===== src/rtl/rf_pkg.sv =====
// Shared register-file types and constants for the writeback path.
// Widths default the arbiter and its interface; rrNext wraps the round-robin pointer.
package rf_pkg;

  localparam int RF_ADDR_W = 5;
  localparam int RF_DATA_W = 32;
  localparam logic [RF_ADDR_W-1:0] RF_ZERO_REG = 5'd0;

  typedef struct packed {
    logic                 en;
    logic [RF_ADDR_W-1:0] addr;
    logic [RF_DATA_W-1:0] data;
  } rf_wr_t;

  function automatic int rrNext(input int idx, input int n);
    return (idx + 1 >= n) ? 0 : idx + 1;
  endfunction

endpackage


===== src/rtl/regfile_write_arbiter_if.sv =====
// Writeback-source / register-file bundle for regfile_write_arbiter.
// Read-bypass signals exist only when RF_ARB_FWD_EN is defined.
interface regfile_write_arbiter_if
  import rf_pkg::*;
#(
  parameter int NUM_REQ = 3,
  parameter int DATA_W  = RF_DATA_W,
  parameter int ADDR_W  = RF_ADDR_W
);

  logic [NUM_REQ-1:0]        req_valid;
  logic [NUM_REQ*ADDR_W-1:0] req_reg;
  logic [NUM_REQ*DATA_W-1:0] req_data;
  logic [NUM_REQ-1:0]        req_ready;
  logic                      flush;
  logic                      ctrl_writeEnable;
  logic [ADDR_W-1:0]         ctrl_writeReg;
  logic [DATA_W-1:0]         data_writeReg;
`ifdef RF_ARB_FWD_EN
  logic [ADDR_W-1:0]         ctrl_readRegA;
  logic [ADDR_W-1:0]         ctrl_readRegB;
  logic [DATA_W-1:0]         rf_readRegA;
  logic [DATA_W-1:0]         rf_readRegB;
  logic [DATA_W-1:0]         data_readRegA;
  logic [DATA_W-1:0]         data_readRegB;

  modport master (
    output req_valid, req_reg, req_data, flush,
    output ctrl_readRegA, ctrl_readRegB, rf_readRegA, rf_readRegB,
    input  req_ready, ctrl_writeEnable, ctrl_writeReg, data_writeReg,
    input  data_readRegA, data_readRegB
  );

  modport slave (
    input  req_valid, req_reg, req_data, flush,
    input  ctrl_readRegA, ctrl_readRegB, rf_readRegA, rf_readRegB,
    output req_ready, ctrl_writeEnable, ctrl_writeReg, data_writeReg,
    output data_readRegA, data_readRegB
  );
`else
  modport master (
    output req_valid, req_reg, req_data, flush,
    input  req_ready, ctrl_writeEnable, ctrl_writeReg, data_writeReg
  );

  modport slave (
    input  req_valid, req_reg, req_data, flush,
    output req_ready, ctrl_writeEnable, ctrl_writeReg, data_writeReg
  );
`endif

endinterface


===== src/rtl/rr_arbiter.sv =====
// Combinational round-robin picker: first set request at or after ptr, wrapping at NUM_REQ.
// Produces a one-hot grant, its index, and whether anything was granted.
module rr_arbiter #(
  parameter int NUM_REQ = 3,
  parameter int PTR_W   = $clog2(NUM_REQ)
) (
  input  logic [NUM_REQ-1:0] req,
  input  logic [PTR_W-1:0]   ptr,
  output logic [NUM_REQ-1:0] grant,
  output logic [PTR_W-1:0]   grantIdx,
  output logic               anyGrant
);

  localparam int SUM_W = PTR_W + 1;

  logic [SUM_W-1:0] cand;

  always_comb begin
    grant    = '0;
    grantIdx = '0;
    anyGrant = 1'b0;
    cand     = '0;
    for (int off = 0; off < NUM_REQ; off++) begin
      // Candidate index = (ptr + off) mod NUM_REQ, with one extra bit so the wrap is exact.
      cand = {1'b0, ptr} + SUM_W'(off);
      if (cand >= SUM_W'(NUM_REQ)) begin
        cand = cand - SUM_W'(NUM_REQ);
      end
      if (!anyGrant && req[cand[PTR_W-1:0]]) begin
        anyGrant                 = 1'b1;
        grant[cand[PTR_W-1:0]]   = 1'b1;
        grantIdx                 = cand[PTR_W-1:0];
      end
    end
  end

endmodule


===== src/rtl/regfile_write_arbiter.sv =====
// Round-robin share of the register-file write port; granted write appears one cycle later, writes to r0 are dropped.
// RF_ARB_FWD_EN adds a combinational read bypass of the staged write; default build has no bypass ports.
module regfile_write_arbiter
  import rf_pkg::*;
#(
  parameter int NUM_REQ = 3,
  parameter int DATA_W  = RF_DATA_W,
  parameter int ADDR_W  = RF_ADDR_W
) (
  input logic                    clock,
  input logic                    reset,
  regfile_write_arbiter_if.slave bus
);

  localparam int PTR_W = $clog2(NUM_REQ);

  logic [PTR_W-1:0]   rrPtr;
  logic [PTR_W-1:0]   grantIdx;
  logic [NUM_REQ-1:0] arbReq;
  logic [NUM_REQ-1:0] grant;
  logic               anyGrant;
  logic [ADDR_W-1:0]  grantReg;
  logic [DATA_W-1:0]  grantData;
  rf_wr_t             stage;

  // Reset and flush both suppress grants; nothing may transfer in those cycles.
  assign arbReq = (reset || bus.flush) ? '0 : bus.req_valid;

  rr_arbiter #(
    .NUM_REQ (NUM_REQ),
    .PTR_W   (PTR_W)
  ) u_rr_arbiter (
    .req      (arbReq),
    .ptr      (rrPtr),
    .grant    (grant),
    .grantIdx (grantIdx),
    .anyGrant (anyGrant)
  );

  assign bus.req_ready = grant;

  always_comb begin
    grantReg  = '0;
    grantData = '0;
    for (int i = 0; i < NUM_REQ; i++) begin
      if (grant[i]) begin
        grantReg  = bus.req_reg[i*ADDR_W +: ADDR_W];
        grantData = bus.req_data[i*DATA_W +: DATA_W];
      end
    end
  end

  // Address/data are held when nothing transfers so the regfile inputs stay quiet.
  always_ff @(posedge clock or posedge reset) begin
    if (reset) begin
      rrPtr <= '0;
      stage <= '0;
    end else begin
      stage.en <= anyGrant && (grantReg != RF_ZERO_REG);
      if (anyGrant) begin
        stage.addr <= grantReg;
        stage.data <= grantData;
        rrPtr      <= PTR_W'(rrNext(int'(grantIdx), NUM_REQ));
      end
    end
  end

  assign bus.ctrl_writeEnable = stage.en;
  assign bus.ctrl_writeReg    = stage.addr;
  assign bus.data_writeReg    = stage.data;

`ifdef RF_ARB_FWD_EN
  // stage.en is never set for r0, but the explicit check keeps r0 reads hard-wired.
  assign bus.data_readRegA = (stage.en && stage.addr == bus.ctrl_readRegA &&
                              bus.ctrl_readRegA != RF_ZERO_REG) ? stage.data : bus.rf_readRegA;
  assign bus.data_readRegB = (stage.en && stage.addr == bus.ctrl_readRegB &&
                              bus.ctrl_readRegB != RF_ZERO_REG) ? stage.data : bus.rf_readRegB;
`endif

endmodule


===== src/flat_wrapper.sv =====
// flat-port wrapper written by rule: the top's interface ports become plain ports
module regfile_write_arbiter_flat import rf_pkg::*;
#(
  parameter int NUM_REQ = 3,
  parameter int DATA_W  = RF_DATA_W,
  parameter int ADDR_W  = RF_ADDR_W
)
  (clock, reset, bus_req_valid, bus_req_reg, bus_req_data, bus_flush, bus_req_ready, bus_ctrl_writeEnable, bus_ctrl_writeReg, bus_data_writeReg);
  regfile_write_arbiter_if #(.NUM_REQ(NUM_REQ), .DATA_W(DATA_W), .ADDR_W(ADDR_W)) bus_i ();
  input logic clock;
  input logic reset;
  input wire logic [$bits(bus_i.req_valid)-1:0] bus_req_valid;
  input wire logic [$bits(bus_i.req_reg)-1:0] bus_req_reg;
  input wire logic [$bits(bus_i.req_data)-1:0] bus_req_data;
  input wire logic [$bits(bus_i.flush)-1:0] bus_flush;
  output wire logic [$bits(bus_i.req_ready)-1:0] bus_req_ready;
  output wire logic [$bits(bus_i.ctrl_writeEnable)-1:0] bus_ctrl_writeEnable;
  output wire logic [$bits(bus_i.ctrl_writeReg)-1:0] bus_ctrl_writeReg;
  output wire logic [$bits(bus_i.data_writeReg)-1:0] bus_data_writeReg;
  assign bus_i.req_valid = bus_req_valid;
  assign bus_i.req_reg = bus_req_reg;
  assign bus_i.req_data = bus_req_data;
  assign bus_i.flush = bus_flush;
  assign bus_req_ready = bus_i.req_ready;
  assign bus_ctrl_writeEnable = bus_i.ctrl_writeEnable;
  assign bus_ctrl_writeReg = bus_i.ctrl_writeReg;
  assign bus_data_writeReg = bus_i.data_writeReg;
  regfile_write_arbiter #(.NUM_REQ(NUM_REQ), .DATA_W(DATA_W), .ADDR_W(ADDR_W)) u_core (.clock(clock), .reset(reset), .bus(bus_i));
endmodule

===== config.mk =====
export PLATFORM = sky130hd
export DESIGN_NAME = regfile_write_arbiter_flat
export DESIGN_NICKNAME = d
export VERILOG_FILES = /design/src/rtl/rf_pkg.sv /design/src/rtl/regfile_write_arbiter_if.sv /design/src/rtl/rr_arbiter.sv /design/src/rtl/regfile_write_arbiter.sv /design/src/flat_wrapper.sv
export SDC_FILE = /design/constraint.sdc
export NUM_CORES = 1
export LEC_CHECK = 0
export ABC_AREA = 1
export ABC_CLOCK_PERIOD_IN_PS = 2300
export CORE_ASPECT_RATIO = 0.9
export CORE_MARGIN = 2
export CORE_UTILIZATION = 35
export CTS_CLUSTER_SIZE = 40
export DETAILED_ROUTE_END_ITERATION = 10
export PLACE_DENSITY = 0.79
export REMOVE_ABC_BUFFERS = 1
export SYNTH_ARGS = -nofsm -noshare
export SYNTH_HDL_FRONTEND = slang
export SYNTH_SLANG_ARGS = --single-unit
export TNS_END_PERCENT = 50

===== constraint.sdc =====
create_clock -name clock -period 2.3 [get_ports clock]
set_clock_uncertainty 0.2 [all_clocks]
set_input_delay 0.46 -clock clock [delete_from_list [all_inputs] [get_ports clock]]
set_output_delay 0.46 -clock clock [all_outputs]
set_load 0.005 [all_outputs]

; Yosys cells after proc, flatten, opt, wreduce, memory -nomap -nowiden
; Index checks and enable logic that the tools add are counted.
[totals]
mem_bits_rw = 0
latchBits = 0
out_inout_bits = 41
reg_bits = 40
in_bits = 117
n_memories = 0
mem_bits_ro = 0
word_cells = 64
[classes]
n_eq_ne = 0
reduce_logical = 10
n_div = 0
magnitude_cmp = 10
n_mul = 0
add_sub_neg = 6
muxes = 32
n_shift = 0
n_bitwise = 2
[ops]
columns = operator, n
row1 = 32-bit 2-to-1 mux, 3
row2 = 5-bit 2-to-1 mux, 3
row3 = 2-bit 2-to-1 mux, 7
row4 = 3-bit 2-to-1 mux, 4
row5 = 3-bit by 2-bit greater-or-equal comparator with 1-bit output (second input constant), 3
row6 = 2-bit by 3-bit < comparator with 1-bit output (second input constant), 3
row7 = 1-bit 2-to-1 mux, 9
row8 = 2-bit by 1-bit adder with 3-bit output (second input constant), 2
row9 = 1-bit binary-select mux with 2-bit select, 3
row10 = 1-bit demux with 2-bit select, 3
row11 = 2-bit by 1-bit greater-or-equal comparator with 1-bit output (second input constant), 3
row12 = 1-bit logical AND, 6
row13 = 3-bit bitwise OR, 2
row14 = 2-bit subtractor (second input constant), 3
row15 = 5-bit nonzero test, 1
row16 = 2-bit by 2-bit adder with 3-bit output (second input constant), 1
row17 = 2-bit greater-or-equal comparator (second input constant), 1
row18 = 1-bit zero test, 2
row19 = 1-bit logical OR, 1

; Depth between registers and ports, before layout
; Gate-level depths: netlist (run 1).
[logic_depth]
depth_word = 16
depth_mapped = 18
ltp_nobuf = 17

; Hierarchy
; From an unflattened synthesis (run 1), not the netlist that was laid out.
[unflattened]
hier_cells = 376
area_unflattened_um2 = 2757.6
[modules_own_cells]
columns = mod, seq_area_each_um2, cells_each, area_each_um2, instances
row1 = regfile_write_arbiter, 1001.0, 312, 2424.8, 1
row2 = rr_arbiter, 0.0, 64, 332.8, 1

; Worst setup path before layout (run 1)
; Ideal clock, no wire load.
[synth_timing]
path_kind = flip-flop to output port
startpoint = register u_core.rrPtr[1]
endpoint = output bus_req_ready[2]
path_buffers = 1
arrival_ns = 1.595
required_ns = 1.640
stages_incl_launch_ff = 12
setup_slack_ns = 0.045
path_cell_list = dfrtp_1 > inv_1 > ha_1 > inv_2 > nand3_2 > nand2_2 > a21oi_2 > nand3_2 > nor2_2 > nor2_2 > inv_2 > buf_2
[synth_between]
elab_chain_len = 11
elab_cells_between_ends = 43
classes_between = add/sub: 5 / order compare: 9 / mux: 20 / bitwise: 2 / reduce/logical: 7
[synth_rtl]
columns = item, line
row1 = "start, declared", regfile_write_arbiter.sv:17  ; logic [PTR_W-1:0] rrPtr;
row2 = "start signal, assigned", regfile_write_arbiter.sv:63  ; rrPtr <= PTR_W'(rrNext(int'(grantIdx), NUM_REQ));
row3 = "2-bit by 1-bit adder with 3-bit output, or another cell as far along", rr_arbiter.sv:25  ; cand = {1'b0, ptr} + SUM_W'(off);
row4 = "3-bit by 2-bit greater-or-equal comparator with 1-bit output, or another cell as far along", rr_arbiter.sv:26  ; if (cand >= SUM_W'(NUM_REQ)) begin
row5 = "2-bit 2-to-1 mux, or another cell as far along", rr_arbiter.sv:26
row6 = "2-bit by 3-bit < comparator with 1-bit output (implied by the code), or another cell as far along", rr_arbiter.sv:31  ; grant[cand[PTR_W-1:0]] = 1'b1;
row7 = "1-bit logical AND (implied by the code), or another cell as far along", rr_arbiter.sv:31
row8 = "1-bit 2-to-1 mux (implied by the code), or another cell as far along", rr_arbiter.sv:31
row9 = "1-bit demux with 2-bit select, or another cell as far along", rr_arbiter.sv:31
row10 = 3-bit bitwise OR (no source line) or 1-bit 2-to-1 mux (tied branches), --
row11 = 3-bit 2-to-1 mux or 1-bit zero test (tied branches), rr_arbiter.sv:29  ; if (!anyGrant && req[cand[PTR_W-1:0]]) begin
row12 = 3-bit bitwise OR (no source line) or 1-bit logical AND (tied branches), --
row13 = 3-bit 2-to-1 mux (*), rr_arbiter.sv:29
row14 = "end, declared", flat_wrapper.sv:16  ; output wire logic [$bits(bus_i.req_ready)-1:0] bus_req_ready;
; Mark *: on every way between the ends. The rest lies on a longest branch, timed or not. The select of a mux whose other input is x is not followed.

; Worst setup path after layout (run 1)
[layout_timing]
startpoint = register u_core.rrPtr[1]
endpoint = output bus_req_ready[0]
; The elaborated chain is that of the path after synthesis.

==> metrics.txt, run 1 <==
# TYPE chip_impl_metric gauge
chip_impl_metric{name="post_layout_instance_area",unit="um2"} 4960
chip_impl_metric{name="core_area",unit="um2"} 7580
chip_impl_metric{name="cts.reportedPaths.clkPinSlew",unit="ps"} 70
chip_impl_metric{name="synthDominantCellAreaShare",unit=""} 0.365
chip_impl_metric{name="floorplan.initialDensity",unit=""} 0.362
chip_impl_metric{name="mean_syn_cell_area",unit="um2"} 7.36
chip_impl_metric{name="finalWirelength",unit="um"} 9940
chip_impl_info{name="cts_tree",value="built"} 1
chip_impl_metric{name="drtAntennaViolNets",unit=""} 0
chip_impl_metric{name="ratio_of_cells_with_drive_above_1_in_the_final_layout",unit=""} 0.205
chip_impl_metric{name="vdd_drop_max",unit="mV"} 0.746
chip_impl_info{name="worst-setup-path-type",value="reg2out"} 1
chip_impl_metric{name="layout.nets",unit=""} 676
chip_impl_metric{name="maxClockFrequency",unit="GHz"} 0.395
chip_impl_metric{name="grt_util_met3",unit=""} 0.0543
chip_impl_info{name="globalRoute.busiestLayer",value="met2"} 1
chip_impl_metric{name="grt_use_met2",unit=""} 0.399
chip_impl_metric{name="flow.area_growth_from_synthesis",unit="%"} 80.7
chip_impl_metric{name="insertion_delay",unit="ps"} 280
chip_impl_info{name="critical_path.most_common_cell",value="sky130_fd_sc_hd__nand2_4"} 1
chip_impl_metric{name="cts_max_path_buffers",unit=""} 2
chip_impl_metric{name="cell_area_placed",unit="um2"} 4490
chip_impl_metric{name="chipWidth",unit="um"} 97.3
chip_impl_metric{name="cts_buffers",unit=""} 5
chip_impl_metric{name="synth.cell_area",unit="um2"} 2740
chip_impl_metric{name="drt_iter0_drc",unit=""} 134
chip_impl_info{name="holdCritPathClass",value="in2async"} 1
chip_impl_metric{name="worstPathRequired",unit="ps"} 1640
chip_impl_metric{name="io_buffers",unit=""} 157
chip_impl_metric{name="htree_num_levels",unit=""} 2
chip_impl_metric{name="finalWorstPathRequiredPeriod",unit="ps"} 2530
chip_impl_info{name="cts-root-buf",value="sky130_fd_sc_hd__clkbuf_8"} 1
chip_impl_info{name="synth_area_leader_cell",value="sky130_fd_sc_hd__dfrtp_1"} 1
chip_impl_metric{name="grt_max_degree",unit=""} 38
chip_impl_metric{name="synth-seq-cells",unit=""} 40
chip_impl_info{name="synth.top_cells.by_area",value="sky130_fd_sc_hd__dfrtp_1 (36%), sky130_fd_sc_hd__nand2_1 (24%), sky130_fd_sc_hd__nand3_1 (9.5%)"} 1
chip_impl_info{name="critical_path_sink_type",value="primary output"} 1
chip_impl_metric{name="io_pins",unit=""} 158
chip_impl_metric{name="syn_inst",unit=""} 373
chip_impl_metric{name="die_height",unit="um"} 88
chip_impl_metric{name="detail_route.drc_violations",unit=""} 0
chip_impl_metric{name="transition_time_at_the_pin_with_the_least_slew_margin",unit="ps"} 356
chip_impl_metric{name="cts.sinks",unit=""} 40
chip_impl_metric{name="design.die.area",unit="um2"} 8570
chip_impl_metric{name="floorplan.rows",unit=""} 30
chip_impl_metric{name="max_cap_violations",unit=""} 0
chip_impl_info{name="startpoint",value="u_core.rrPtr[1]"} 1
chip_impl_metric{name="synth.yosys.seq_area_share",unit=""} 0.365
chip_impl_info{name="cp_slowest_cell",value="sky130_fd_sc_hd__dfrtp_1"} 1
chip_impl_metric{name="critical-path-max-stage-delay",unit="ps"} 400
chip_impl_metric{name="grt_usage",unit=""} 0.215
chip_impl_metric{name="holdBufCountCts",unit=""} 0
chip_impl_info{name="rsz0062_at_grt",value="yes"} 1
chip_impl_metric{name="min_period_over_period",unit=""} 1.10
chip_impl_info{name="run_status",value="complete, but fails checks"} 1
chip_impl_metric{name="drt_pre_antenna_iters",unit=""} 4
chip_impl_metric{name="antenna_found_initial",unit=""} 0
chip_impl_metric{name="count_of_antenna_diodes_in_the_layout",unit=""} 0
chip_impl_metric{name="p_leak",unit="uW"} 0.00237
chip_impl_metric{name="p_per_area",unit="nW/um2"} 1240
chip_impl_metric{name="max_slew_margin",unit=""} 0.760
chip_impl_metric{name="final.setup.worst_slack",unit="ps"} -231
chip_impl_metric{name="grt_overflow_total",unit=""} 0
chip_impl_metric{name="r2r_cells",unit=""} 13
chip_impl_metric{name="route.detailed.wl_per_inst",unit="um"} 15.3
chip_impl_metric{name="final-hold-violation-count",unit=""} 0
chip_impl_metric{name="hpwl",unit="um"} 6800
chip_impl_metric{name="via_count",unit=""} 3216
chip_impl_metric{name="grt_first_pass_wirelength",unit="um"} 14900
chip_impl_metric{name="global_route.usage.met1",unit=""} 0.250
chip_impl_metric{name="setup_violations",unit=""} 36
chip_impl_metric{name="grt_pass1_vias",unit=""} 3149
chip_impl_metric{name="place_congestion",unit=""} 0.910
chip_impl_metric{name="crit_arrival",unit="ps"} 1870
chip_impl_info{name="worst_setup_path_start_kind",value="flip-flop"} 1
chip_impl_info{name="rr_startpoint",value="u_core.rrPtr[1]"} 1
chip_impl_metric{name="route.detailed.vias_per_inst",unit=""} 4.94
chip_impl_info{name="violations_in_the_final_reports",value="setup timing"} 1
chip_impl_info{name="crit_chain",value="buf_6, ha_4, nand2_4, nor2_4, inv_2, nand2_4, nand3_2, nand2_2, inv_2, nand2_4, buf_6"} 1
chip_impl_metric{name="slew_viol_final",unit=""} 0
chip_impl_metric{name="yosys.cell_types.count",unit=""} 26
chip_impl_metric{name="postLayoutCoreUtil",unit=""} 0.654
chip_impl_metric{name="worst-path-max-fanout",unit=""} 4
chip_impl_metric{name="yosys_warnings",unit=""} 0
-- power breakdown --
part | switching, uW | leakage (uW) | internal (uW)
logic | 2280 | 0.00182 | 2190
clock network | 241 | 0.0000410 | 207
registers | 172 | 0.000507 | 1050
total | 2690 | 0.00237 | 3450
-- per-stage QoR --
step	total power, uW	TNS, ps	setup WS [ps]	cells	hold slack, ps
after floorplan	3160	-40590	-1190	350	273
after global placement	4840	-22410	-713	627	265
after detailed placement	4950	-25110	-760	627	264
after CTS	5770	-4460	-194	647	190
after global routing	6630	-8590	-329	651	216
final	6140	-4150	-231	651	183
-- worst max-delay path, delay by kind of cell, from the launching register on --
family / cells / cell delay [ps]
adder cells (fa/ha/maj): 1 / 290
buffers and inverters: 4 / 330
flip-flops: 1 / 400
AND/OR/NAND/NOR: 6 / 560
-- cells in the final DEF (no fill, tap or decap), types with 2 or more instances in the layout --
cell type                         netlist  final
sky130_fd_sc_hd__buf_4                  7     23
sky130_fd_sc_hd__nand3_4                0      2
sky130_fd_sc_hd__o21ai_0                2      2
sky130_fd_sc_hd__nor2_4                 1      4
sky130_fd_sc_hd__o211ai_2              20     20
sky130_fd_sc_hd__ha_1                   4      2
sky130_fd_sc_hd__dfrtp_1               40     40
sky130_fd_sc_hd__buf_8                  0      2
sky130_fd_sc_hd__nand2_4                2      6
sky130_fd_sc_hd__buf_12                 0      8
sky130_fd_sc_hd__inv_4                  0      2
sky130_fd_sc_hd__o211ai_1              12     12
sky130_fd_sc_hd__nand2_2                5     11
sky130_fd_sc_hd__ha_4                   0      2
sky130_fd_sc_hd__clkdlybuf4s50_1        0    151
sky130_fd_sc_hd__inv_1                 19     11
sky130_fd_sc_hd__nor2_1                 2      2
sky130_fd_sc_hd__nand2_1              174    164
sky130_fd_sc_hd__nand3b_1               2      2
sky130_fd_sc_hd__buf_6                  6      9
sky130_fd_sc_hd__nand3_2                2      5
sky130_fd_sc_hd__nand4_1                2      2
sky130_fd_sc_hd__inv_2                  3      9
sky130_fd_sc_hd__nand3_1               52     47
sky130_fd_sc_hd__dlygate4sd2_1          0      2
sky130_fd_sc_hd__clkbuf_8               0      5
-- cell usage after synthesis (all sizes together) --
| master | instances |
|---|---|
| nand3b | 2 |
| clkbuf | 1 |
| nand3 | 54 |
| o211ai | 32 |
| a21oi | 2 |
| o21ai | 3 |
| buf | 22 |
| inv | 22 |
| nor2 | 6 |
| o21a | 1 |
| nand2 | 181 |
| nand4 | 2 |
| o32ai | 1 |
| ha | 4 |
| dfrtp | 40 |
-- layer usage --
layer / up-vias / part of all wire
met2: 152 / 0.50
met5: - / 0
li1: 1584 / -
met3: 17 / 0.077
met4: 0 / 0.016
met1: 1463 / 0.40
-- final timing paths --
| path | end | slack, ps |
|---|---|---|
| worst max-delay path | bus_req_ready[0] | -230 |
| worst min-delay path | u_core.bus.ctrl_writeReg[3] | 180 |
| worst max register to register | u_core.bus.data_writeReg[4] | -180 |
| worst min register to register | u_core.bus.ctrl_writeReg[4] | 280 |
| max in group asynchronous | u_core.bus.data_writeReg[23] | 1260 |
| min in group clock | u_core.bus.ctrl_writeReg[4] | 280 |
-- logic make-up after synthesis --
kind of cell | synth area share
and+or+nand+nor | 0.383
AOI/OAI and AO/OA | 0.142
buffers and inverters | 0.0917
DFF | 0.365
adders and majority gates | 0.0182
-- flip-flops by register name (all words and copies together), names as in the netlist --
signal,count
u_core.bus.ctrl_writeEnable,1
u_core.bus.ctrl_writeReg,5
u_core.bus.data_writeReg,32
u_core.rrPtr,2
-- final cells by class --
cell class / count / area, um2
fillers: 621 / 2620
multi-input cells: 288 / 1640
flip-flops and latches: 40 / 1000
clock inverters: 1 / 5.00
clock buffers: 6 / 72.6
well taps: 96 / 120
repair buffers: 198 / 2030
inverters: 22 / 87.6
-- what timing repair did --
item / CTS / global route
gates resized for setup: 49 / 23
setup endpoints to repair: 42 / 42
setup buffers: 13 / 2
gates cloned: 0 / 2
pin swaps: 16 / 9
No activity file was read; power rests on OpenSTA's default activity.
==> run 2: changes to the inputs <==
Settings changed: SYNTH_HIERARCHICAL from default to 1.
==> run 2 against run 1 <==
The run still ends with setup timing left. Setup slack got worse by 120 ps. Non-clock buffer count increased by 14. Utilization increased by 6.0 points. Clock power increased by 6.5%.
==> metrics.txt, run 2 <==
# TYPE chip_impl_metric gauge
chip_impl_info{name="run_status",value="complete, but fails checks"} 1
chip_impl_info{name="violations_in_the_final_reports",value="setup timing"} 1
chip_impl_metric{name="maxClockFrequency",unit="GHz"} 0.377
chip_impl_metric{name="cell_area_placed",unit="um2"} 4570
chip_impl_metric{name="io_buffers",unit=""} 157
chip_impl_metric{name="worstPathRequired",unit="ps"} 2290
chip_impl_metric{name="cts.sinks",unit=""} 40
chip_impl_metric{name="grt_max_degree",unit=""} 44
chip_impl_info{name="cts-root-buf",value="sky130_fd_sc_hd__clkbuf_8"} 1
chip_impl_metric{name="yosys.cell_types.count",unit=""} 24
chip_impl_metric{name="drt_iter0_drc",unit=""} 172
chip_impl_metric{name="synth.cell_area",unit="um2"} 2760
chip_impl_metric{name="place_congestion",unit=""} 0.893
chip_impl_metric{name="antenna_found_initial",unit=""} 0
chip_impl_info{name="rsz0062_at_grt",value="yes"} 1
chip_impl_metric{name="htree_num_levels",unit=""} 2
chip_impl_metric{name="cts_buffers",unit=""} 5
chip_impl_metric{name="detail_route.drc_violations",unit=""} 0
chip_impl_metric{name="grt_first_pass_wirelength",unit="um"} 16000
chip_impl_metric{name="critical-path-max-stage-delay",unit="ps"} 460
chip_impl_metric{name="cts_max_path_buffers",unit=""} 2
chip_impl_metric{name="design.die.area",unit="um2"} 8610
chip_impl_metric{name="r2r_cells",unit=""} 14
chip_impl_metric{name="synthDominantCellAreaShare",unit=""} 0.363
chip_impl_metric{name="transition_time_at_the_pin_with_the_least_slew_margin",unit="ps"} 409
chip_impl_metric{name="seq_power_share",unit=""} 0.153
chip_impl_metric{name="number_of_enable_type_register_cells_in_the_synthesized_netlist",unit=""} 0
chip_impl_metric{name="route.detailed.vias_per_inst",unit=""} 5.17
chip_impl_info{name="reg2reg_to",value="u_core/bus.ctrl_writeEnable"} 1
chip_impl_metric{name="net-switching-power",unit="uW"} 3290
chip_impl_info{name="mostFrequentLayoutCell",value="sky130_fd_sc_hd__clkdlybuf4s50_1"} 1
chip_impl_info{name="critical_path_sink_type",value="flip-flop"} 1
chip_impl_metric{name="die_height",unit="um"} 88.2
chip_impl_metric{name="via_count",unit=""} 3460
chip_impl_metric{name="finalPower",unit="uW"} 7200
chip_impl_metric{name="crit_arrival",unit="ps"} 2640
chip_impl_metric{name="worst-path-max-fanout",unit=""} 10
chip_impl_metric{name="route.detailed.wl_per_inst",unit="um"} 17.2
chip_impl_metric{name="vdd_drop_max",unit="mV"} 0.792
chip_impl_info{name="crit_chain",value="ha_4, inv_6, o31ai_4, buf_4, buf_4, nand3_2, nand2_2, buf_6, inv_8, or2_2, nand2_2, nand2_1, nor2_1, nor2_1"} 1
chip_impl_info{name="holdCritPathClass",value="in2async"} 1
chip_impl_metric{name="async_reset_ff_frac",unit=""} 1.00
chip_impl_metric{name="count_of_antenna_diodes_in_the_layout",unit=""} 0
chip_impl_metric{name="layout.nets",unit=""} 694
chip_impl_metric{name="final.setup.worst_slack",unit="ps"} -352
chip_impl_metric{name="sw_frac_of_total",unit=""} 0.457
chip_impl_metric{name="mean_syn_cell_area",unit="um2"} 7.33
chip_impl_metric{name="drtAntennaViolNets",unit=""} 0
chip_impl_metric{name="register_to_register_setup_slack",unit="ps"} -350
chip_impl_metric{name="io_pins",unit=""} 158
chip_impl_metric{name="power.share.clock",unit=""} 0.066
chip_impl_metric{name="p_leak",unit="uW"} 0.00245
chip_impl_info{name="cts_tree",value="built"} 1
chip_impl_metric{name="setup_violations",unit=""} 43
chip_impl_metric{name="ratio_of_cells_with_drive_above_1_in_the_final_layout",unit=""} 0.325
chip_impl_metric{name="chipWidth",unit="um"} 97.6
chip_impl_metric{name="cts.reportedPaths.clkPinSlew",unit="ps"} 80
chip_impl_metric{name="core_area",unit="um2"} 7580
chip_impl_info{name="flip_flop_cell_with_the_highest_count_after_synthesis",value="sky130_fd_sc_hd__dfrtp_1"} 1
chip_impl_info{name="ys_top_cells_by_count",value="sky130_fd_sc_hd__nand2_1 (140), sky130_fd_sc_hd__dfrtp_1 (40), sky130_fd_sc_hd__nor2_1 (38), sky130_fd_sc_hd__a21oi_1 (37), sky130_fd_sc_hd__o31ai_2 (28)"} 1
chip_impl_info{name="synth.top_cells.by_area",value="sky130_fd_sc_hd__dfrtp_1 (36%), sky130_fd_sc_hd__nand2_1 (19%), sky130_fd_sc_hd__o31ai_2 (13%)"} 1
chip_impl_metric{name="hpwl",unit="um"} 6820
chip_impl_metric{name="postLayoutCoreUtil",unit=""} 0.714
chip_impl_metric{name="min_period_over_period",unit=""} 1.15
chip_impl_info{name="worst_setup_path_start_kind",value="flip-flop"} 1
chip_impl_metric{name="yosys_warnings",unit=""} 6
chip_impl_metric{name="grt_pass1_vias",unit=""} 3339
chip_impl_metric{name="grt_usage",unit=""} 0.230
chip_impl_metric{name="insertion_delay",unit="ps"} 290
chip_impl_info{name="layout.cells.most_common_list",value="sky130_fd_sc_hd__clkdlybuf4s50_1 (149), sky130_fd_sc_hd__nand2_1 (128), sky130_fd_sc_hd__dfrtp_1 (39)"} 1
chip_impl_metric{name="synth.yosys.seq_area_share",unit=""} 0.363
chip_impl_metric{name="intPower",unit="uW"} 3910
chip_impl_metric{name="flow.area_growth_from_synthesis",unit="%"} 96.3
chip_impl_metric{name="max_ffs_per_register",unit=""} 32
chip_impl_info{name="synth_area_leader_cell",value="sky130_fd_sc_hd__dfrtp_1"} 1
chip_impl_info{name="cp_slowest_cell",value="sky130_fd_sc_hd__dfrtp_2"} 1
chip_impl_metric{name="pwr-share-comb",unit=""} 0.781
chip_impl_metric{name="drt_pre_antenna_iters",unit=""} 4
chip_impl_metric{name="synth-seq-cells",unit=""} 40
chip_impl_info{name="worst-setup-path-type",value="reg2reg"} 1
chip_impl_metric{name="finalWorstPathRequiredPeriod",unit="ps"} 2650
chip_impl_metric{name="grt_overflow_total",unit=""} 0
chip_impl_metric{name="final-hold-violation-count",unit=""} 0
chip_impl_metric{name="finalWirelength",unit="um"} 11500
chip_impl_metric{name="p_per_area",unit="nW/um2"} 1330
chip_impl_info{name="library_cell_with_the_highest_instance_count_after_synthesis",value="sky130_fd_sc_hd__nand2_1"} 1
chip_impl_info{name="rr_startpoint",value="u_core/rrPtr[1]"} 1
chip_impl_metric{name="floorplan.rows",unit=""} 30
chip_impl_metric{name="slew_viol_final",unit=""} 0
chip_impl_metric{name="place_worst_setup_slack",unit="ps"} -1100
chip_impl_metric{name="max_cap_violations",unit=""} 0
chip_impl_metric{name="max_slew_margin",unit=""} 0.727
chip_impl_metric{name="holdBufCountCts",unit=""} 0
chip_impl_metric{name="floorplan.initialDensity",unit=""} 0.364
chip_impl_metric{name="syn_inst",unit=""} 376
chip_impl_metric{name="post_layout_instance_area",unit="um2"} 5410
## run 2: cell count changes in the layout (fill, tap and decap cells not counted), moves of 5 or more
cell / delta
sky130_fd_sc_hd__a21oi_1: +10
sky130_fd_sc_hd__a21oi_2: +23
sky130_fd_sc_hd__buf_4: +7
sky130_fd_sc_hd__nand2_1: -36
sky130_fd_sc_hd__nand3_1: -42
sky130_fd_sc_hd__nor2_1: +33
sky130_fd_sc_hd__o211ai_1: -12
sky130_fd_sc_hd__o211ai_2: -20
sky130_fd_sc_hd__o21ai_1: +5
sky130_fd_sc_hd__o31ai_2: +29
## run 2: worst max-delay path, delay by kind of cell (launching register included)
kind                     cells  cell delay, ps
AO/OA/AOI/OAI                1             260
AND/OR/NAND/NOR              7             780
adder cells (fa/ha/maj)      1             320
buffers and inverters        5             520
flip-flops                   1             460
## run 2: power by group through the flow
stage / sequential [uW] / clock, uW / combinational [uW]
3_5_place_dp: 1110 / 0 / 4000
5_1_grt: 1130 / 519 / 5980
2_1_floorplan: 1120 / 0 / 2210
3_3_place_gp: 1100 / 0 / 3880
6_report: 1100 / 477 / 5620
4_1_cts: 1100 / 481 / 4920
## run 2: stage by stage
step                      hold WS (ps)  std cells  TNS [ps]
final                             54.5        669    -11620
after global routing              87.3        669    -14470
after CTS                         67.2        659    -10130
after detailed placement           274        630    -43490
after global placement             266        630    -39750
after floorplan                    275        354    -56270
## run 2: repair_timing
action,in CTS,in global routing
pin swaps,28,17
setup buffers,19,9
endpoints found under the setup margin,43,43
gates resized for setup,110,38
cloned,3,3
## run 2: cell families (layout without fill, tap and decap cells)
| logic type | Yosys count | after routing | share of synthesized area |
|---|---|---|---|
| AO/OA/AOI/OAI | 79 | 79 | 0.229 |
| AND/OR/NAND/NOR | 206 | 206 | 0.304 |
| buffers and inverters | 47 | 244 | 0.0853 |
| adder cells (fa/ha/maj) | 4 | 4 | 0.0181 |
| flip-flops | 40 | 40 | 0.363 |
## run 2: worst max path at each step
stage                         start                            to  slack (ps)  depth (start not counted)
floorplan                 bus_flush               u_core/rrPtr[1]       -1740                         10
global placement              reset              bus_req_ready[1]       -1040                         12
detailed placement            reset              bus_req_ready[1]       -1100                         12
CTS                 u_core/rrPtr[1]  u_core/bus.data_writeReg[18]        -310                         15
global route        u_core/rrPtr[1]  u_core/bus.data_writeReg[17]        -430                         15
finish              u_core/rrPtr[1]   u_core/bus.ctrl_writeEnable        -350                         14
## run 2: layout make-up
cell class / instances / area (um2)
fill: 545 / 2170
timing repair buffer: 212 / 2250
clock buffer: 5 / 68.8
tap: 96 / 120
sequential: 40 / 1000
multi-input combinational: 289 / 1840
inverter: 25 / 119
clock inverter: 2 / 12.5
## run 2: routing by layer
metal | global-route usage | part of all wire | routed length [um] | up-vias
met5 | 0 | 0 | 0 | -
met4 | 0.0720 | 0.021 | 237 | 0
li1 | - | - | - | 1616
met1 | 0.269 | 0.39 | 4510 | 1651
met2 | 0.416 | 0.51 | 5850 | 173
met3 | 0.0640 | 0.076 | 871 | 20
==> run 3: changes to the inputs <==
Settings changed: ABC_CLOCK_PERIOD_IN_PS 2300 to 3200, CORE_UTILIZATION 35 to 42, PLACE_DENSITY 0.79 to 0.88, TNS_END_PERCENT 50 to default.
Clock period 2.3 ns to 3.2 ns, I/O delays scaled along.
==> run 3 against run 2 <==
Setup slack better by 420 ps. First-iteration DRC count unchanged. Critical path depth down 2. Flip-flop and latch count unchanged. Highest routed layer unchanged. Critical endpoint is now bus_req_ready[1]. Power down 45%. The flow now finishes without violations.
==> metrics.txt, run 3 (same netlist as run 2, synthesis figures left out) <==
# TYPE chip_impl_metric gauge
chip_impl_metric{name="max_cap_violations",unit=""} 0
chip_impl_info{name="globalRoute.busiestLayer",value="met2"} 1
chip_impl_metric{name="chipWidth",unit="um"} 89.4
chip_impl_metric{name="flow.area_growth_from_synthesis",unit="%"} 67.7
chip_impl_metric{name="insertion_delay",unit="ps"} 290
chip_impl_metric{name="global_route.usage.met1",unit=""} 0.238
chip_impl_metric{name="sw_frac_of_total",unit=""} 0.459
chip_impl_metric{name="min_period_over_period",unit=""} 0.980
chip_impl_info{name="rsz0062_at_grt",value="no"} 1
chip_impl_info{name="layout.cells.most_common_list",value="sky130_fd_sc_hd__clkdlybuf4s50_1 (153), sky130_fd_sc_hd__nand2_1 (138), sky130_fd_sc_hd__dfrtp_1 (40)"} 1
chip_impl_metric{name="drt_pre_antenna_iters",unit=""} 4
chip_impl_info{name="run_status",value="finished, final reports clean"} 1
chip_impl_metric{name="die_height",unit="um"} 80.9
chip_impl_metric{name="finalWirelength",unit="um"} 8430
chip_impl_metric{name="cts.reportedPaths.clkPinSlew",unit="ps"} 80
chip_impl_metric{name="layout.nets",unit=""} 653
chip_impl_metric{name="grt_pass1_vias",unit=""} 3036
chip_impl_metric{name="ratio_of_cells_with_drive_above_1_in_the_final_layout",unit=""} 0.154
chip_impl_metric{name="max_ffs_per_register",unit=""} 32
chip_impl_info{name="cts-root-buf",value="sky130_fd_sc_hd__clkbuf_8"} 1
chip_impl_metric{name="cell_area_placed",unit="um2"} 4450
chip_impl_metric{name="via_count",unit=""} 3097
chip_impl_metric{name="hpwl",unit="um"} 6370
chip_impl_metric{name="seq_power_share",unit=""} 0.198
chip_impl_metric{name="drt_iter0_drc",unit=""} 172
chip_impl_metric{name="p_leak",unit="uW"} 0.00213
chip_impl_metric{name="finalPower",unit="uW"} 3970
chip_impl_metric{name="crit_arrival",unit="ps"} 2290
chip_impl_metric{name="grt_util_met3",unit=""} 0.0823
chip_impl_metric{name="final.setup.worst_slack",unit="ps"} 65.3
chip_impl_metric{name="drtAntennaViolNets",unit=""} 0
chip_impl_metric{name="route.detailed.wl_per_inst",unit="um"} 13.6
chip_impl_metric{name="pwr-share-comb",unit=""} 0.695
chip_impl_metric{name="slew_viol_final",unit=""} 0
chip_impl_metric{name="count_of_antenna_diodes_in_the_layout",unit=""} 0
chip_impl_metric{name="floorplan.initialDensity",unit=""} 0.441
chip_impl_metric{name="max_slew_margin",unit=""} 0.667
chip_impl_metric{name="net-switching-power",unit="uW"} 1820
chip_impl_metric{name="place_congestion",unit=""} 0.821
chip_impl_metric{name="core_area",unit="um2"} 6250
chip_impl_info{name="worst_setup_path_start_kind",value="primary input"} 1
chip_impl_metric{name="design.die.area",unit="um2"} 7230
chip_impl_metric{name="p_per_area",unit="nW/um2"} 858
chip_impl_metric{name="cts_max_path_buffers",unit=""} 2
chip_impl_info{name="critical_path_sink_type",value="primary output"} 1
chip_impl_metric{name="worst-path-max-fanout",unit=""} 3
chip_impl_metric{name="io_pins",unit=""} 158
chip_impl_info{name="worst-setup-path-type",value="in2out"} 1
chip_impl_metric{name="cts_buffers",unit=""} 5
chip_impl_metric{name="postLayoutCoreUtil",unit=""} 0.740
chip_impl_metric{name="grt_use_met2",unit=""} 0.437
chip_impl_metric{name="htree_num_levels",unit=""} 2
chip_impl_metric{name="transition_time_at_the_pin_with_the_least_slew_margin",unit="ps"} 499
chip_impl_metric{name="antenna_found_initial",unit=""} 0
chip_impl_metric{name="grt_overflow_total",unit=""} 0
chip_impl_metric{name="floorplan.rows",unit=""} 27
chip_impl_metric{name="worstPathRequired",unit="ps"} 2360
chip_impl_metric{name="io_buffers",unit=""} 157
chip_impl_metric{name="grt_max_degree",unit=""} 52
chip_impl_metric{name="intPower",unit="uW"} 2150
chip_impl_metric{name="cts.sinks",unit=""} 40
chip_impl_metric{name="grt_first_pass_wirelength",unit="um"} 13000
chip_impl_metric{name="detail_route.drc_violations",unit=""} 0
chip_impl_metric{name="maxClockFrequency",unit="GHz"} 0.319
chip_impl_metric{name="finalWorstPathRequiredPeriod",unit="ps"} 3130
chip_impl_metric{name="grt_usage",unit=""} 0.230
chip_impl_metric{name="final-hold-violation-count",unit=""} 0
chip_impl_info{name="mostFrequentLayoutCell",value="sky130_fd_sc_hd__clkdlybuf4s50_1"} 1
chip_impl_info{name="holdCritPathClass",value="reg2reg"} 1
chip_impl_metric{name="place_worst_setup_slack",unit="ps"} -441
chip_impl_metric{name="route.detailed.vias_per_inst",unit=""} 5.00
chip_impl_metric{name="setup_violations",unit=""} 0
chip_impl_metric{name="vdd_drop_max",unit="mV"} 0.440
chip_impl_metric{name="power.share.clock",unit=""} 0.106
chip_impl_info{name="cts_tree",value="built"} 1
chip_impl_metric{name="post_layout_instance_area",unit="um2"} 4620
[run 3: per-layer routing]
layer  vias to the layer above  share of wire
met4                         0          0.015
met2                       124           0.50
met5                         -              0
met3                        13          0.096
li1                       1531              -
met1                      1429           0.39
[run 3: repair_timing]
| item | in CTS | in global routing |
|---|---|---|
| hold buffers | 0 | 0 |
| setup buffers | 1 | 1 |
| endpoints found under the setup margin | 36 | 39 |
| pin swaps | 3 | 3 |
| gates resized for setup | 17 | 11 |
[run 3: area by class of cell]
cell class	count	area, um2
repair buffers	171	1730
fillers	492	1630
multi-input cells	289	1570
flip-flops and latches	40	1000
well taps	87	109
inverters	25	96.3
clock buffers	5	68.8
clock inverters	3	46.3
[run 3: metrics by stage]
| step | cells | TNS, ps | hold slack, ps |
|---|---|---|---|
| 6_report | 620 | 0 | 291 |
| 3_3_place_gp | 610 | -10850 | 265 |
| 2_1_floorplan | 354 | -26960 | 275 |
| 5_1_grt | 620 | 0 | 313 |
| 3_5_place_dp | 610 | -14420 | 275 |
| 4_1_cts | 619 | 0 | 296 |
[run 3: worst paths after layout]
kind	from	end	slack (ps)	depth (start not counted)
worst max-delay path	bus_flush	bus_req_ready[1]	70	12
worst min-delay path	u_core/bus.data_writeReg[10]	u_core/bus.data_writeReg[10]	290	2
worst max register to register	u_core/rrPtr[0]	u_core/bus.data_writeReg[5]	380	17
worst min register to register	u_core/bus.data_writeReg[10]	u_core/bus.data_writeReg[10]	290	2
max in group asynchronous	reset	u_core/bus.data_writeReg[12]	2040	4
min in group asynchronous	reset	u_core/bus.data_writeReg[29]	410	4
[run 3: power groups by stage]
stage	Sequential [uW]	Combinational, uW	Clock, uW
floorplan	806	1620	0
global route	812	3080	456
global placement	786	2650	0
CTS	788	2750	437
detailed placement	796	2740	0
finish	787	2760	422
[run 3: worst max-delay path, stage by stage]
cell and delay (ps):
sky130_fd_sc_hd__clkdlybuf4s50_1 410, sky130_fd_sc_hd__or2_4 300, sky130_fd_sc_hd__nor2_4 130, sky130_fd_sc_hd__inv_4 60, sky130_fd_sc_hd__buf_4 130, sky130_fd_sc_hd__o21ai_1 120
sky130_fd_sc_hd__nand2_1 90, sky130_fd_sc_hd__nand2_2 80, sky130_fd_sc_hd__inv_2 50, sky130_fd_sc_hd__nand3_2 70, sky130_fd_sc_hd__nand2_2 70, sky130_fd_sc_hd__buf_2 140
